### src/rtl/gf_pkg.sv
// Shared types and constants for the GF(2^W) reduction blocks.
package gf_pkg;

    typedef enum logic [1:0] {
        IDLE   = 2'd0,
        REDUCE = 2'd1,
        DONE   = 2'd2
    } gf_state_e;

    localparam int unsigned GF_W        = 8;
    localparam logic [8:0]  GF_POLY_AES = 9'h11B;
    localparam logic [2:0]  GF_POLY_GF4 = 3'b111;

endpackage

### src/rtl/gf_reduce_step.sv
// One bit-serial reduction step: clears product bit W+cnt by XORing in POLY<<cnt when that bit is set.
module gf_reduce_step
    import gf_pkg::*;
#(
    parameter int unsigned W    = GF_W,
    parameter logic [W:0]  POLY = (W+1)'(GF_POLY_AES),
    parameter int unsigned CW   = 3
) (
    input  logic [2*W-2:0] acc,
    input  logic [CW-1:0]  cnt,
    output logic [2*W-2:0] acc_out
);

    localparam int unsigned AW = 2*W - 1;

    logic [AW-1:0] poly_ext;
    logic [AW-1:0] bit_sel;
    logic          lead_set;

    assign poly_ext = AW'(POLY);
    assign bit_sel  = (AW'(1) << W) << cnt;
    assign lead_set = |(acc & bit_sel);
    assign acc_out  = lead_set ? (acc ^ (poly_ext << cnt)) : acc;

endmodule

### src/rtl/gf_reduce_seq.sv
// Sequential GF(2^W) reducer: reduces a 2W-1-bit carry-less product mod POLY, one bit per cycle.
// Optional `GF_REDUCE_EARLY_EXIT_EN finishes as soon as no product bits at or above x^W remain.
module gf_reduce_seq
    import gf_pkg::*;
#(
    parameter int unsigned W    = GF_W,
    parameter logic [W:0]  POLY = (W+1)'(GF_POLY_AES)
) (
    input  logic           clk,
    input  logic           rst_n,
    input  logic           in_valid,
    output logic           in_ready,
    input  logic [2*W-2:0] in_prod,
    output logic           out_valid,
    input  logic           out_ready,
    output logic [W-1:0]   out_rem,
    output logic           busy
);

    localparam int unsigned AW = 2*W - 1;
    localparam int unsigned CW = (W > 2) ? $clog2(W-1) : 1;

    if (W < 2) begin : g_bad_width
        $error("gf_reduce_seq: W must be at least 2");
    end
    if (POLY[W] != 1'b1) begin : g_bad_poly
        $error("gf_reduce_seq: POLY bit W must be set");
    end

    gf_state_e     state, state_nxt;
    logic [AW-1:0] acc, acc_nxt, step_acc;
    logic [CW-1:0] cnt, cnt_nxt;
    logic          out_valid_nxt;
    logic [W-1:0]  out_rem_nxt;
    logic          busy_nxt;

    gf_reduce_step #(
        .W    (W),
        .POLY (POLY),
        .CW   (CW)
    ) u_step (
        .acc     (acc),
        .cnt     (cnt),
        .acc_out (step_acc)
    );

    // Deliberate combinational path out_ready -> in_ready for back-to-back acceptance.
    assign in_ready = (state == IDLE) || ((state == DONE) && out_ready);

    always_ff @(posedge clk or negedge rst_n) begin
        if (!rst_n) begin
            state     <= IDLE;
            acc       <= '0;
            cnt       <= '0;
            out_valid <= 1'b0;
            out_rem   <= '0;
            busy      <= 1'b0;
        end else begin
            state     <= state_nxt;
            acc       <= acc_nxt;
            cnt       <= cnt_nxt;
            out_valid <= out_valid_nxt;
            out_rem   <= out_rem_nxt;
            busy      <= busy_nxt;
        end
    end

    always_comb begin
        state_nxt     = state;
        acc_nxt       = acc;
        cnt_nxt       = cnt;
        out_valid_nxt = 1'b0;
        out_rem_nxt   = out_rem;
        busy_nxt      = 1'b0;

        case (state)
            IDLE: begin
                if (in_valid) begin
                    acc_nxt   = in_prod;
                    cnt_nxt   = CW'(W-2);
                    state_nxt = REDUCE;
                end
            end
            REDUCE: begin
`ifdef GF_REDUCE_EARLY_EXIT_EN
                // Bits above the one being cleared are already zero, so this covers every unprocessed bit.
                if (~|acc[AW-1:W]) begin
                    state_nxt = DONE;
                end else begin
                    acc_nxt = step_acc;
                    if (cnt == '0) begin
                        state_nxt = DONE;
                    end else begin
                        cnt_nxt = cnt - CW'(1);
                    end
                end
`else
                acc_nxt = step_acc;
                if (cnt == '0) begin
                    state_nxt = DONE;
                end else begin
                    cnt_nxt = cnt - CW'(1);
                end
`endif
            end
            DONE: begin
                if (out_ready) begin
                    if (in_valid) begin
                        acc_nxt   = in_prod;
                        cnt_nxt   = CW'(W-2);
                        state_nxt = REDUCE;
                    end else begin
                        state_nxt = IDLE;
                    end
                end
            end
            default: begin
                state_nxt = IDLE;
            end
        endcase

        // Registered outputs track the state being entered.
        out_valid_nxt = (state_nxt == DONE);
        busy_nxt      = (state_nxt == REDUCE);
        if (state_nxt == DONE) begin
            out_rem_nxt = acc_nxt[W-1:0];
        end
    end

endmodule

### config.mk
export PLATFORM = sky130hd
export DESIGN_NAME = gf_reduce_seq
export DESIGN_NICKNAME = d
export VERILOG_FILES = /design/src/rtl/gf_pkg.sv /design/src/rtl/gf_reduce_step.sv /design/src/rtl/gf_reduce_seq.sv
export SDC_FILE = /design/constraint.sdc
export NUM_CORES = 1
export LEC_CHECK = 0
export ABC_AREA = 1
export CAP_MARGIN = 20
export CELL_PAD_IN_SITES_DETAIL_PLACEMENT = 1
export CELL_PAD_IN_SITES_GLOBAL_PLACEMENT = 2
export CORE_ASPECT_RATIO = 1.75
export CORE_MARGIN = 4
export CORE_UTILIZATION = 30
export CTS_CLUSTER_DIAMETER = 80
export CTS_CLUSTER_SIZE = 28
export DETAILED_ROUTE_END_ITERATION = 7
export PLACE_DENSITY_LB_ADDON = 0.1
export SLEW_MARGIN = 20
export SYNTH_ARGS = -nofsm -noshare
export SYNTH_HDL_FRONTEND = slang
export SYNTH_HIERARCHICAL = 1
export SYNTH_SLANG_ARGS = --single-unit
### constraint.sdc
create_clock -name clk -period 2.4 [get_ports clk]
set_input_delay 0.24 -clock clk [delete_from_list [all_inputs] [get_ports clk]]
set_output_delay 0.24 -clock clk [all_outputs]
set_load 0.05 [all_outputs]
==> flow_summary.toml <==
[power]
p_leak_nw = 1.46
seq_power_share_pct = 22.2
ir_drop_uv = 580
p_int_w = 0.00231
clkPwrFrac_pct = 16.5
p_comb_share_pct = 61.2
power.density_nw_per_um2 = 1640
p_sw_w = 0.00213
p_sw_share_pct = 48.0

[global_routing]
gr-total-overflow = 0
antenna_found_initial = 0
grt_pass1_vias = 2269
grt_usage_pct = 17.1
grt_max_degree = 31
grt_pass1_wl_um = 11000

[routing]
vias = 2031
antenna_left = 0
drt-initial-drc-count = 24
vias_per_cell = 4.78
avgRoutedWirePerCell_um = 14.9
drtPass1Iterations = 3
drc = 0
wirelength_um = 6340

[cells_and_area]
final_cell_mix = "nand2_1, nand3_1, dfrtp_1"
area.growth.synth_to_final_pct = 32.8
final_common_cell = "nand2_1"
seqCellArea_um2 = 751
multi_input_area_um2 = 1160
drive_gt1_share_pct = 11.7
finish.utilization_pct = 41.2
diodes = 0
nets = 372
fillers = 838

[floorplan]
chipHeight_um = 117
core_area_um2 = 6590
num_rows = 39
die_x_um = 70.4
die-area_um2 = 8250
initial_core_util_pct = 31.0
pin_count = 30

[clock_tree]
htree_num_levels = 2
cts_buffer_depth = 2
root_buffer = "clkbuf_16"
cts_tree = "built"
insertion_delay_ns = 0.28
cts_sinks = 30
numCtsBuffers = 5
clk_pin_slew_worst_paths_ns = 0.05

[logic_synthesis]
synth_xor_area_share_pct = 3.00
yosys.area.top_type = "dfrtp_1"
yosys.area_share.simple_pct = 42.8
synth_nets = 328
synth_top_family_by_area = "simple AND/OR/NAND/NOR gates"
syn_area_um2 = 2040
yosys-top-cells-area = "dfrtp_1, nand2_1, nand3_1, ha_1, inv_1"
muxShareOfSynthArea_pct = 0
synth_fa_ha_area_share_pct = 6.74
syn_inst = 298
synth-seq-cells = 30
netlist.area_leader.share_pct = 36.7
synth_warnings = 6
synth_compound_area_share_pct = 3.43
ys_seq_area_share_pct = 36.7
ys_types = 22
avgSynthCellArea_um2 = 6.86

[placement]
port-buffer-count = 29
post-dp-hpwl_um = 4690
place_ws_ns = 0.105
place_congestion = 0.811

[timing]
finalSetupTns_ns = 0
setup_ws_ns = 0.188
fin_crit_sh_pct = 92.2
tightest_slew_ns = 0.580
clock_skew_ns = 0.00309
final-hold-violation-count = 0
period_needed_ns = 2.21
fmaxAchievable_mhz = 452
setup_viol = 0
drv_slew = 0
maxSlewHeadroom_pct = 61.3

[critical_path]
crit_required_ns = 2.57
cp-end-kind = "register"
ff2ff_setup_slack_ns = 0.19
worst_ep_arrival_time_ns = 2.38
crit_type = "reg -> reg"
cp_max_fo = 7
start_kind = "register"

[run]
maxCapViolCount = 0

[worst_hold_path]
hold_path_class = "in -> async"

[run_status]
status = "finished, final reports clean"
cell usage after synthesis (all sizes together):
cell type and count:
nand3 37, buf 9, o21ai 7, ha 11, dfrtp 30, nor2 8, nand2 153, nand4 8
inv 21, nand3b 2, xnor2 4, a21oi 1, clkbuf 1, xor2 3, o211ai 3
per-layer routing:
layer  wire (um)  vias up  global-route usage (%)
met5           0        -                       0
met4         112        0                    6.27
met3         127        8                    2.39
met2        3550       25                    32.9
met1        2540      967                    18.8
li1            -     1031                       -
worst paths after layout:
check / startpoint / to / cells after the start
worst max-delay path: cnt[0]$_DFFE_PN0P_ / out_rem[2]$_DFFE_PN0N_ / 18
worst min-delay path: rst_n / cnt[2]$_DFFE_PN0P_ / 2
worst max register to register: cnt[0]$_DFFE_PN0P_ / out_rem[2]$_DFFE_PN0N_ / 18
worst min register to register: out_rem[5]$_DFFE_PN0N_ / out_rem[5]$_DFFE_PN0N_ / 2
max in group asynchronous: rst_n / out_rem[5]$_DFFE_PN0N_ / 2
min in group clk: out_rem[5]$_DFFE_PN0N_ / out_rem[5]$_DFFE_PN0N_ / 2
cell families after synthesis:
family,after synthesis
AOI/OAI and AO/OA,11
DFF,30
buffers and inverters,31
and+or+nand+nor,208
xor gates and xnor gates,7
adders and majority gates,11
metrics by stage:
step	instances	cell area, um^2	hold slack [ns]	power (W)
finish	425	2710	0.372	0.00444
global route	425	2710	0.408	0.00495
detailed placement	410	2460	0.473	0.00359
CTS	418	2630	0.390	0.00435
floorplan	298	2040	-0.0556	0.00280
global placement	410	2460	0.466	0.00353
registers in the layout (all words and copies together), names as in the netlist:
register   cells
state          2
out_valid      1
busy           1
acc           15
out_rem        8
cnt            3
power by group through the flow:
stage	sequential, W	clock (W)	combinational, W
final	0.000986	0.000734	0.00272
after detailed placement	0.00100	0	0.00259
after CTS	0.000995	0.000754	0.00260
after global routing	0.00103	0.000777	0.00313
after floorplan	0.00114	0	0.00166
after global placement	0.000995	0	0.00253
critical path, stage by stage, from the launching register on:
cell	delay [ns]
dfrtp_1	0.41
buf_4	0.15
ha_1	0.20
nand2_1	0.07
inv_1	0.05
ha_1	0.17
nor2_1	0.13
nand2_2	0.10
nor2_2	0.12
nand3_2	0.09
buf_6	0.15
nand2_1	0.05
nand2_1	0.04
nand2_1	0.06
nand2_1	0.06
nand2_1	0.06
nand2_1	0.07
nand2_1	0.06
nand2_1	0.05
cell type report:
cell class                 instances  area share (%)
inverter                          21            3.04
sequential                        30            27.7
tap                               82            3.78
clock buffer                       6            4.75
multi-input combinational        237            42.6
timing repair buffer              47            16.8
clock inverter                     2            1.38
what timing repair did:
action	CTS	global route
hold buffers	0	0
buffers inserted	0	7
hold endpoints to repair	0	0
gates resized for setup	0	7
setup endpoints to repair	0	15
Note: power is estimated with default switching activity, not from simulation.
